[src/rtl/count_ones_pkg.sv]
// Shared types and helpers for the iterative population-count engine.
package count_ones_pkg;

    typedef enum logic {
        IDLE = 1'b0,
        RUN  = 1'b1
    } state_t;

    // Count width that holds every value 0..data_w without wrapping.
    function automatic int calc_cnt_w(input int data_w);
        return $clog2(data_w + 1);
    endfunction

endpackage

[src/rtl/count_ones.sv]
// Iterative popcount: shift the word right one bit per clock until it is zero.
// Optional parity output enabled by defining COUNT_ONES_PARITY_EN.
module count_ones
    import count_ones_pkg::*;
#(
    parameter  int DATA_W = 16,
    localparam int CNT_W  = calc_cnt_w(DATA_W)
) (
    input  logic              clk,
    input  logic              rst,
    input  logic              start,
    input  logic [DATA_W-1:0] data,
    output logic              busy,
    output logic              done,
    output logic [CNT_W-1:0]  ones
`ifdef COUNT_ONES_PARITY_EN
    ,
    output logic              parity
`endif
);

    state_t            state_q, state_d;
    logic [DATA_W-1:0] shreg;
    logic [CNT_W-1:0]  acc;
    logic              shreg_zero;

    assign shreg_zero = (shreg == '0);
    assign busy       = (state_q == RUN);

    always_comb begin
        state_d = state_q;
        unique case (state_q)
            IDLE:    if (start) state_d = RUN;
            RUN:     if (shreg_zero) state_d = IDLE;
            default: state_d = IDLE;
        endcase
    end

    always_ff @(posedge clk) begin
        if (rst) begin
            state_q <= IDLE;
            shreg   <= '0;
            acc     <= '0;
            done    <= 1'b0;
            ones    <= '0;
        end else begin
            state_q <= state_d;
            done    <= 1'b0;
            unique case (state_q)
                IDLE: begin
                    if (start) begin
                        shreg <= data;
                        acc   <= '0;
                    end
                end
                RUN: begin
                    // Early exit once no set bits remain above the shift point.
                    if (shreg_zero) begin
                        done <= 1'b1;
                        ones <= acc;
                    end else begin
                        acc   <= acc + CNT_W'(shreg[0]);
                        shreg <= shreg >> 1;
                    end
                end
                default: ;
            endcase
        end
    end

`ifdef COUNT_ONES_PARITY_EN
    always_ff @(posedge clk) begin
        if (rst)
            parity <= 1'b0;
        else if (state_q == RUN && shreg_zero)
            parity <= acc[0];
    end
`endif

endmodule

[config.mk]
export PLATFORM = sky130hd
export DESIGN_NAME = count_ones
export DESIGN_NICKNAME = d
export VERILOG_FILES = /design/src/rtl/count_ones_pkg.sv /design/src/rtl/count_ones.sv
export SDC_FILE = /design/constraint.sdc
export NUM_CORES = 1
export LEC_CHECK = 0
export CAP_MARGIN = 20
export CORE_UTILIZATION = 25
export DETAILED_ROUTE_END_ITERATION = 12
export PLACE_DENSITY_LB_ADDON = 0.15
export REMOVE_ABC_BUFFERS = 1
export SYNTH_ARGS = -nofsm -noshare
export SYNTH_HDL_FRONTEND = slang
export SYNTH_SLANG_ARGS = --single-unit
[constraint.sdc]
create_clock -name clk -period 1.37 [get_ports clk]
set_input_delay 0.274 -clock clk [delete_from_list [all_inputs] [get_ports clk]]
set_output_delay 0.274 -clock clk [all_outputs]
set_load 0.02 [all_outputs]
# Word level (Yosys, flattened, before mapping)
# Index checks and enable logic that the tools add are counted.
[totals] memories=0 input_bits=19 reg_bits=28 latch_bits=0 ram_bits=0 out_inout_bits=7 rom_bits=0 elab_cells=23
[op_classes] add_sub_neg=1 order_cmp=0 div=0 n_bitwise=1 n_eq_ne=2 n_mul=0 n_reduce_logical=4 muxes=10 shifts=0
[op_table] operator="$mux W16" count=2
[op_table] operator="$pmux W16 S2" count=1
[op_table] operator="$logic_not A16 Y1" count=1
[op_table] operator="$mux W5" count=2
[op_table] operator="$pmux W5 S2" count=1
[op_table] operator="$add A5 B1 Y5" count=1
[op_table] operator="$ne A2 B2 Y1 const B" count=2
[op_table] operator="$reduce_and A2 Y1" count=2
[op_table] operator="$mux W1" count=3
[op_table] operator="$pmux W1 S2" count=1
[op_table] operator="$reduce_or A2 Y1" count=1
[op_table] operator="$not A1 Y1" count=1

# Longest topological paths before layout
# Gate-level depths: netlist of run 1.
[depth] depth_word=3 mapped_depth=6 mapped_depth_nobuf=5

# Worst setup path after synthesis of run 1
# OpenSTA, ideal clock, no wires.
[synth_timing] kind="flip-flop to flip-flop" start="register state_q (netlist: busy)" end="register shreg[10]" stages_incl_launch_ff=6 required_ns=1.254 setup_ns=0.116 synth_period_minus_slack_ns=1.563 path_buffers=2 arrival_time_ns=1.447 slack_ns=-0.193 cell_sequence="dfxtp_1 > buf_2 > buf_2 > mux2i_1 > o211ai_1 > o211a_1"
[synth_via] elab_chain_cells=3 word_cells_on_any_way=5 classes_between="2 x eq/ne; 1 x mux; 1 x bitwise; 1 x reduce/logical"
[synth_lines] element="start: declaration" line_no="count_ones.sv:22" source="state_t state_q, state_d;"
[synth_lines] element="start signal: assignment" line_no="count_ones.sv:47" source="state_q <= state_d;"
[synth_lines] element="$not A1 Y1 (no line)"
[synth_lines] element="$ne A2 B2 Y1 (no line)"
[synth_lines] element="$reduce_and A2 Y1 (no line)"
[synth_lines] element="end signal: assignment" line_no="count_ones.sv:52" source="shreg <= data;"
[synth_lines] element="end signal: assignment" line_no="count_ones.sv:63" source="shreg <= shreg >> 1;"
[synth_lines] element="end: declaration" line_no="count_ones.sv:23" source="logic [DATA_W-1:0] shreg;"
# Several ways; a longest one is shown, not always the timed one.
# A chain may end at the register's enable or synchronous reset.

# Worst setup path after layout of run 1
[layout_timing] start="register shreg[10]" end="register acc[2]"
[layout_via] elab_chain_cells=3
[layout_lines] element="$logic_not A16 Y1" line_no="count_ones.sv:27" source="assign shreg_zero = (shreg == '0);"
[layout_lines] element="$ne A2 B2 Y1 (no line)"
[layout_lines] element="$reduce_and A2 Y1 (no line)"
[layout_lines] element="end signal: assignment" line_no="count_ones.sv:62" source="acc <= acc + CNT_W'(shreg[0]);"
[layout_lines] element="end: declaration" line_no="count_ones.sv:24" source="logic [CNT_W-1:0] acc;"
# Every way passes these cells.

==> impl_metrics.sql, run 1 <==
INSERT INTO impl_metrics (metric_group, metric, value, unit) VALUES
('power_and_ir_drop', 'seqPwrFrac', '48.2', '%'),
('setup_path', 'worst-setup-path-type', 'reg2reg', ''),
('clock_tree', 'tritoncts_num_sinks', '28', ''),
('clock_tree', 'post_cts_hold_buffer_count', '0', ''),
('setup_path', 'critical_path.max_fanout', '8', ''),
('route', 'viasPerCell', '5.09', ''),
('clock_tree', 'clock_tree.buffer_depth', '2', ''),
('hold_path', 'worst_hold_path_type', 'reg2reg', ''),
('place', 'dp_hpwl', '2830', 'um'),
('route', 'residual_drc_count', '0', ''),
('setup_path', 'setup.worst_path.end_class', 'flip-flop', ''),
('sta', 'finalHoldViolations', '0', ''),
('sta', 'rsz0062_at_grt', 'true', ''),
('route', 'routed_wire_length_per_instance', '15.4', 'um'),
('setup_path', 'timing.critical_path.buf_inv', '2', ''),
('setup_path', 'crit_path_cell_chain', 'nor4_4, nand4_1, buf_4, buf_6, a21o_1, a311oi_2', ''),
('yosys', 'syn_inst', '141', ''),
('grt', 'grt_max_degree', '16', ''),
('setup_path', 'crit_slowest_cell', 'sky130_fd_sc_hd__dfxtp_2', ''),
('layout', 'design.final.nets', '215', ''),
('clock_tree', 'cts_made_buffers', '3', ''),
('place', 'io_buffer_count', '25', ''),
('sta', 'headroom_to_the_max_slew_limit', '70.5', '%'),
('outcome', 'failed_checks', 'negative setup slack', ''),
('yosys', 'yosysWarningCount', '0', ''),
('grt', 'grt_first_pass_wirelength', '6710', 'um'),
('layout', 'syn_to_final_growth', '49.4', '%'),
('outcome', 'outcome', 'finished with violations', ''),
('setup_path', 'crit_family', 'simple AND/OR/NAND/NOR gates', ''),
('yosys', 'synth_seq_area_share', '40.3', '%'),
('power_and_ir_drop', 'sw_frac_of_total', '27.4', '%'),
('sta', 'holdWs', '0.469', 'ns'),
('yosys', 'post_synthesis_instance_area', '1390', 'sq um'),
('clock_tree', 'clock_tree.htree_level_count', '1', ''),
('layout', 'layoutNonFillerInstCount', '263', ''),
('sta', 'layout_setup_ws', '-0.201', 'ns'),
('layout', 'final_core_utilization', '39.7', '%'),
('floorplanning', 'floorplan.die_area', '5860', 'sq um'),
('sta', 'report.final.setup_viol', '27', ''),
('sta', 'final.period_utilization', '115', '%'),
('sta', 'setup_total_negative_slack', '-3.93', 'ns'),
('sta', 'final-max-slew-violation-count', '0', ''),
('clock_tree', 'worst_skew_pair_later_pin_latency', '0.28', 'ns'),
('grt', 'groute.layer.met2.usage', '26.1', '%'),
('grt', 'global_route_track_usage_on_met3', '2.87', '%'),
('power_and_ir_drop', 'power.leakage', '0.937', 'nW'),
('grt', 'global_route.usage.met1', '17.7', '%'),
('power_and_ir_drop', 'peak_supply_drop', '380', 'uV'),
('layout', 'antennaDiodeCount', '0', ''),
('floorplanning', 'io_pins', '26', ''),
('power_and_ir_drop', 'share_clk_of_total_power', '27.7', '%'),
('clock_tree', 'clk_root_buffer_cell', 'sky130_fd_sc_hd__clkbuf_8', ''),
('clock_tree', 'clkSlewWorstSetupHoldPaths', '0.10', 'ns'),
('power_and_ir_drop', 'comb_power_share', '24.1', '%'),
('route', 'vias', '1339', ''),
('place', 'gpl.final_weighted_congestion', '0.741', ''),
('clock_tree', 'cts_tree', 'yes', ''),
('setup_path', 'cp_data_arrival_time', '1.77', 'ns'),
('floorplanning', 'chipHeight', '76.6', 'um'),
('setup_path', 'cp_data_required_time', '1.57', 'ns'),
('run', 'max_cap_violations', '0', ''),
('sta', 'timing_worst_slew_pin_value', '0.443', 'ns'),
('floorplanning', 'fp.coreArea', '5240', 'sq um'),
('yosys', 'synth.ff_latch_count', '28', ''),
('power_and_ir_drop', 'net-switching-power', '0.520', 'mW'),
('yosys', 'synthesized_area_per_cell', '9.86', 'sq um'),
('sta', 'period_minus_slack', '1.57', 'ns'),
('sta', 'fin_worst_skew', '0.00235', 'ns'),
('route', 'wl', '4040', 'um'),
('floorplanning', 'core.rowCount', '26', ''),
('power_and_ir_drop', 'cellInternalPower', '1.38', 'mW');
stage by stage:
| step | total power, mW | area, sq um |
|---|---|---|
| 6_report | 1.90 | 2080 |
| 5_1_grt | 1.99 | 2080 |
| 4_1_cts | 1.91 | 2040 |
| 3_5_place_dp | 1.35 | 1930 |
| 3_3_place_gp | 1.34 | 1930 |
| 2_1_floorplan | 1.11 | 1320 |
power groups by stage:
stage                     logic [mW]  clock network (mW)  registers, mW
after floorplan                0.174                   0          0.936
after global placement         0.418                   0          0.918
after detailed placement       0.430                   0          0.919
after CTS                      0.451               0.546          0.910
after global routing           0.501               0.570          0.920
final                          0.459               0.526          0.916
cell usage in the layout, fill, tap and decap left out:
cell type                         Yosys  routed
sky130_fd_sc_hd__o21ai_1              1       5
sky130_fd_sc_hd__clkdlybuf4s50_1      0      18
sky130_fd_sc_hd__clkbuf_8             0       4
sky130_fd_sc_hd__and4_2               0       1
sky130_fd_sc_hd__nor4_4               0       3
sky130_fd_sc_hd__nand2_1              5       5
sky130_fd_sc_hd__a31oi_1              3       3
sky130_fd_sc_hd__dfxtp_1             28      24
sky130_fd_sc_hd__a32o_1               2       2
sky130_fd_sc_hd__buf_2                4       1
sky130_fd_sc_hd__o21ai_2              0       2
sky130_fd_sc_hd__ha_2                 0       1
sky130_fd_sc_hd__nor3_1               1       1
sky130_fd_sc_hd__o211a_1             15      15
sky130_fd_sc_hd__buf_4                0      30
sky130_fd_sc_hd__nor2_1               2       2
sky130_fd_sc_hd__ha_1                 2       1
sky130_fd_sc_hd__and3_1               4       4
sky130_fd_sc_hd__a21oi_2              1       1
sky130_fd_sc_hd__nor4_2               4       1
sky130_fd_sc_hd__a21oi_4              0       1
sky130_fd_sc_hd__buf_12               0       1
sky130_fd_sc_hd__o211ai_1            15      15
sky130_fd_sc_hd__nand4_1              2       2
sky130_fd_sc_hd__buf_6                1       5
sky130_fd_sc_hd__dfxtp_2              0       4
sky130_fd_sc_hd__dlygate4sd2_1        0       7
sky130_fd_sc_hd__a311oi_2             0       1
sky130_fd_sc_hd__mux2i_1             15      15
sky130_fd_sc_hd__nand3_1              5       5
sky130_fd_sc_hd__or2_2                1       1
sky130_fd_sc_hd__a21oi_1              5       5
sky130_fd_sc_hd__a21o_1               3       3
sky130_fd_sc_hd__nand4b_1             2       2
sky130_fd_sc_hd__inv_1                2       2
kinds of logic after synthesis:
kind of cell	count (synthesis)	synth area share (%)
flops	28	40.3
mux	15	10.8
fa+ha+maj	2	1.80
compound gates	52	28.9
buf+inv	17	5.49
simple gates	27	12.7
final timing paths:
path / end / depth (start not counted) / start
worst min-delay path: ones[1] / 2 / ones[1]
worst max register to register: acc[2] / 6 / shreg[10]
worst min register to register: ones[1] / 2 / ones[1]
worst max-delay path: acc[2] / 6 / shreg[10]
cell usage after synthesis:
| cell type | number | area [sq um] |
|---|---|---|
| sky130_fd_sc_hd__a21o_1 | 3 | 22.5 |
| sky130_fd_sc_hd__a21oi_1 | 5 | 25.0 |
| sky130_fd_sc_hd__a21oi_2 | 1 | 8.76 |
| sky130_fd_sc_hd__a311oi_1 | 1 | 8.76 |
| sky130_fd_sc_hd__a31oi_1 | 3 | 18.8 |
| sky130_fd_sc_hd__a32o_1 | 2 | 20.0 |
| sky130_fd_sc_hd__and3_1 | 4 | 25.0 |
| sky130_fd_sc_hd__and4_1 | 1 | 8.76 |
| sky130_fd_sc_hd__buf_2 | 4 | 20.0 |
| sky130_fd_sc_hd__buf_6 | 1 | 11.3 |
| sky130_fd_sc_hd__clkbuf_1 | 10 | 37.5 |
| sky130_fd_sc_hd__dfxtp_1 | 28 | 561 |
| sky130_fd_sc_hd__ha_1 | 2 | 25.0 |
| sky130_fd_sc_hd__inv_1 | 2 | 7.51 |
| sky130_fd_sc_hd__mux2i_1 | 15 | 150 |
| sky130_fd_sc_hd__nand2_1 | 5 | 18.8 |
| sky130_fd_sc_hd__nand3_1 | 5 | 25.0 |
| sky130_fd_sc_hd__nand4_1 | 2 | 12.5 |
| sky130_fd_sc_hd__nand4b_1 | 2 | 17.5 |
| sky130_fd_sc_hd__nor2_1 | 2 | 7.51 |
| sky130_fd_sc_hd__nor3_1 | 1 | 5.00 |
| sky130_fd_sc_hd__nor4_2 | 4 | 50.1 |
| sky130_fd_sc_hd__o211a_1 | 15 | 150 |
| sky130_fd_sc_hd__o211ai_1 | 15 | 113 |
| sky130_fd_sc_hd__o21ai_0 | 6 | 30.0 |
| sky130_fd_sc_hd__o21ai_1 | 1 | 5.00 |
| sky130_fd_sc_hd__or2_2 | 1 | 6.26 |
sequential cells by signal, indices dropped and copies added (netlist names):
register and flops:
acc 5, busy 1, done 1, ones 5
shreg 16
worst min-delay path, stage by stage, from the launching register on:
cell and delay [ns]:
sky130_fd_sc_hd__dfxtp_1 0.33, sky130_fd_sc_hd__o21ai_2 0.05, sky130_fd_sc_hd__a21oi_1 0.05
metal layers:
layer	vias up	wire [um]
met1	666	1860
met5	-	0
met4	0	18
met2	18	2060
met3	4	103
li1	651	-
repair_timing:
item / 4_1_cts / 5_1_grt
setup buffers: 0 / 1
gates cloned: 1 / 1
setup endpoints to repair: 35 / 29
gates resized for setup: 24 / 7
pin swaps: 10 / 3
area by class of cell:
cell class                      count  area (sq um)  share of cell area, %
Inverter                            2          7.51                  0.361
Tap cell                           70          87.6                   4.22
Clock buffer                        4          55.1                   2.65
Timing Repair Buffer               62           548                   26.4
Sequential cell                    28           566                   27.2
Multi-Input combinational cell     97           813                   39.2
No activity file was read; power rests on OpenSTA's default activity.
==> run 2, diff against run 1 <==
--- a/config.mk
+++ b/config.mk
@@ -8,6 +8,7 @@
 export CAP_MARGIN = 20
 export CORE_UTILIZATION = 25
 export DETAILED_ROUTE_END_ITERATION = 12
+export GPL_ROUTABILITY_DRIVEN = 0
 export PLACE_DENSITY_LB_ADDON = 0.15
 export REMOVE_ABC_BUFFERS = 1
 export SYNTH_ARGS = -nofsm -noshare
==> results of run 2 <==
The final DEF is identical to that of run 1; final timing and power are the same.
==> run 3, diff against run 2 <==
--- a/config.mk
+++ b/config.mk
@@ -9,7 +9,7 @@
 export CORE_UTILIZATION = 25
 export DETAILED_ROUTE_END_ITERATION = 12
 export GPL_ROUTABILITY_DRIVEN = 0
-export PLACE_DENSITY_LB_ADDON = 0.15
+export PLACE_DENSITY_LB_ADDON = 0.25
 export REMOVE_ABC_BUFFERS = 1
 export SYNTH_ARGS = -nofsm -noshare
 export SYNTH_HDL_FRONTEND = slang
==> constraint.sdc (replaced) <==
create_clock -name clk -period 2 [get_ports clk]
set_input_delay 0.4 -clock clk [delete_from_list [all_inputs] [get_ports clk]]
set_output_delay 0.4 -clock clk [all_outputs]
set_load 0.02 [all_outputs]
==> impl_metrics.sql, run 3 (synthesized netlist as in run 1, its figures left out) <==
INSERT INTO impl_metrics (metric_group, metric, value, unit) VALUES
('floorplanning', 'floorplan.die_area', '5860', 'sq um'),
('setup_path', 'worst_r2r_path_depth', '4', ''),
('place', 'dpl_cell_area', '1730', 'sq um'),
('grt', 'grt.overflow.total', '0', ''),
('setup_path', 'critical_path.startpoint_type', 'flip-flop', ''),
('hold_path', 'worst_hold_path_type', 'reg2reg', ''),
('floorplanning', 'fp.coreArea', '5240', 'sq um'),
('layout', 'layout.cell_area.non_filler', '1780', 'sq um'),
('power_and_ir_drop', 'total_power', '1.20', 'mW'),
('setup_path', 'worst-setup-path-type', 'reg2reg', ''),
('layout', 'largest_register_ffs', '16', ''),
('layout', 'layout.cells.most_common', 'sky130_fd_sc_hd__dfxtp_1', ''),
('sta', 'period_minus_slack', '1.74', 'ns'),
('floorplanning', 'io_pins', '26', ''),
('sta', 'max_freq', '0.573', 'GHz'),
('setup_path', 'cp_data_required_time', '2.17', 'ns'),
('route', 'postRouteAntennaNets', '0', ''),
('outcome', 'outcome', 'complete, no violations', ''),
('sta', 'report.final.setup_viol', '0', ''),
('sta', 'rsz0062_at_grt', 'false', ''),
('setup_path', 'r2r-end', 'shreg[13]', ''),
('setup_path', 'r2r_setup_slack', '0.26', 'ns'),
('grt', 'grt_antenna_before_repair', '0', ''),
('power_and_ir_drop', 'sw_frac_of_total', '26.3', '%'),
('setup_path', 'setup.worst_path.end_class', 'flip-flop', ''),
('sta', 'finalHoldViolations', '0', ''),
('grt', 'track_usage', '11.7', '%'),
('sta', 'final-max-slew-violation-count', '0', ''),
('clock_tree', 'cts_tree', 'yes', ''),
('sta', 'fin_worst_skew', '0.00230', 'ns'),
('clock_tree', 'post_cts.resized_instances', '0', ''),
('sta', 'headroom_to_the_max_slew_limit', '47.9', '%'),
('clock_tree', 'clock_tree.buffer_depth', '2', ''),
('power_and_ir_drop', 'share_clk_of_total_power', '29.5', '%'),
('layout', 'antennaDiodeCount', '0', ''),
('power_and_ir_drop', 'power.leakage', '0.746', 'nW'),
('power_and_ir_drop', 'pwr_density_cell', '673', 'nW/um^2'),
('clock_tree', 'post_cts_buffers', '0', ''),
('run', 'max_cap_violations', '0', ''),
('route', 'detailedRoute.firstPassIterationCount', '4', ''),
('floorplanning', 'chipHeight', '76.6', 'um'),
('power_and_ir_drop', 'net-switching-power', '0.316', 'mW'),
('route', 'starting_drt_drc_count', '42', ''),
('layout', 'sequential_cell_area', '561', 'sq um'),
('sta', 'setup_total_negative_slack', '0', 'ns'),
('route', 'viasPerCell', '5.10', ''),
('route', 'routed_wire_length_per_instance', '14.3', 'um'),
('hold_path', 'holdCritStartpoint', 'ones[2]', ''),
('power_and_ir_drop', 'cellInternalPower', '0.883', 'mW'),
('clock_tree', 'worst_skew_pair_later_pin_latency', '0.27', 'ns'),
('setup_path', 'critical_path.max_fanout', '16', ''),
('setup_path', 'cp_data_arrival_time', '1.92', 'ns'),
('clock_tree', 'post_cts_hold_buffer_count', '0', ''),
('clock_tree', 'clock_tree.htree_level_count', '1', ''),
('floorplanning', 'core.rowCount', '26', ''),
('power_and_ir_drop', 'seqPwrFrac', '51.9', '%'),
('clock_tree', 'cts_made_buffers', '3', ''),
('sta', 'timing_worst_slew_pin_value', '0.781', 'ns'),
('clock_tree', 'tritoncts_num_sinks', '28', ''),
('layout', 'design.final.nets', '186', ''),
('grt', 'grt_max_degree', '24', ''),
('clock_tree', 'clk_root_buffer_cell', 'sky130_fd_sc_hd__clkbuf_8', ''),
('clock_tree', 'clkSlewWorstSetupHoldPaths', '0.10', 'ns'),
('setup_path', 'crit-reg2reg-launch', 'shreg[7]', ''),
('route', 'residual_drc_count', '0', ''),
('floorplanning', 'chipWidth', '76.6', 'um'),
('power_and_ir_drop', 'peak_supply_drop', '397', 'uV'),
('layout', 'regMostFlops', 'shreg', ''),
('layout', 'area_taken_by_multi_input_logic_gates', '753', 'sq um'),
('layout', 'layout_common_cells', '28 x sky130_fd_sc_hd__dfxtp_1, 25 x sky130_fd_sc_hd__clkdlybuf4s50_1, 15 x sky130_fd_sc_hd__mux2i_1, 15 x sky130_fd_sc_hd__o211ai_1, 15 x sky130_fd_sc_hd__o211a_1', ''),
('layout', 'layout-drive-gt1-share', '11.6', '%'),
('layout', 'reg.largest.list', 'shreg x16, acc x5, ones x5', ''),
('power_and_ir_drop', 'comb_power_share', '18.6', '%'),
('place', 'io_buffer_count', '25', ''),
('grt', 'grt_first_pass_wirelength', '5550', 'um'),
('hold_path', 'hold_depth', '2', ''),
('place', 'dp_hpwl', '2330', 'um'),
('layout', 'final.fill_count', '542', ''),
('layout', 'syn_to_final_growth', '28.2', '%'),
('route', 'wl', '3360', 'um'),
('floorplanning', 'floorplan.initialDensity', '26.5', '%'),
('route', 'vias', '1194', ''),
('grt', 'grt_pass1_vias', '1166', ''),
('hold_path', 'min_delay_worst_endpoint', 'ones[2]', ''),
('sta', 'final.period_utilization', '87.2', '%');
[run 3: area by class of cell]
cell class | instances | area share, %
clock buffer | 4 | 3.09
inverter | 2 | 0.421
multi-input combinational | 96 | 42.3
sequential | 28 | 31.5
tap | 70 | 4.92
timing repair buffer | 34 | 17.8
[run 3: how the worst max path moves through the flow]
| stage | cells past startpoint | to | from |
|---|---|---|---|
| floorplan | 3 | acc[0] | busy |
| global placement | 4 | shreg[15] | start |
| detailed placement | 4 | shreg[15] | start |
| CTS | 4 | shreg[3] | shreg[7] |
| global route | 4 | shreg[12] | shreg[10] |
| finish | 4 | shreg[13] | shreg[7] |
[run 3: power by group through the flow]
stage,Clock [mW],Combinational [mW],Sequential [mW]
6_report,0.354,0.223,0.623
5_1_grt,0.389,0.244,0.626
4_1_cts,0.371,0.225,0.622
3_5_place_dp,0,0.224,0.636
3_3_place_gp,0,0.220,0.635
2_1_floorplan,0,0.120,0.641
[run 3: worst max-delay path, cell delays in order, from the launching register on]
cell                      delay [ns]
sky130_fd_sc_hd__dfxtp_1        0.34
sky130_fd_sc_hd__nor4_2         0.34
sky130_fd_sc_hd__and4_1         0.42
sky130_fd_sc_hd__a21oi_2        0.27
sky130_fd_sc_hd__o211a_1        0.28
[run 3: stage by stage]
step / worst slack [ns] / instances / util, % / hold slack, ns
6_report: 0.256 / 234 / 34.0 / 0.489
5_1_grt: 0.162 / 234 / 34.0 / 0.516
4_1_cts: 0.249 / 234 / 34.0 / 0.494
3_5_place_dp: 0.172 / 230 / 33.0 / 0.478
3_3_place_gp: 0.189 / 230 / 33.0 / 0.460
2_1_floorplan: -0.288 / 126 / - / 0.452
[run 3: layer usage]
| layer | GRT usage, % | routed length, um |
|---|---|---|
| met1 | 15.8 | 1620 |
| met2 | 19.1 | 1580 |
| met3 | 2.51 | 134 |
| met4 | 2.31 | 19 |
| met5 | 0 | 0 |
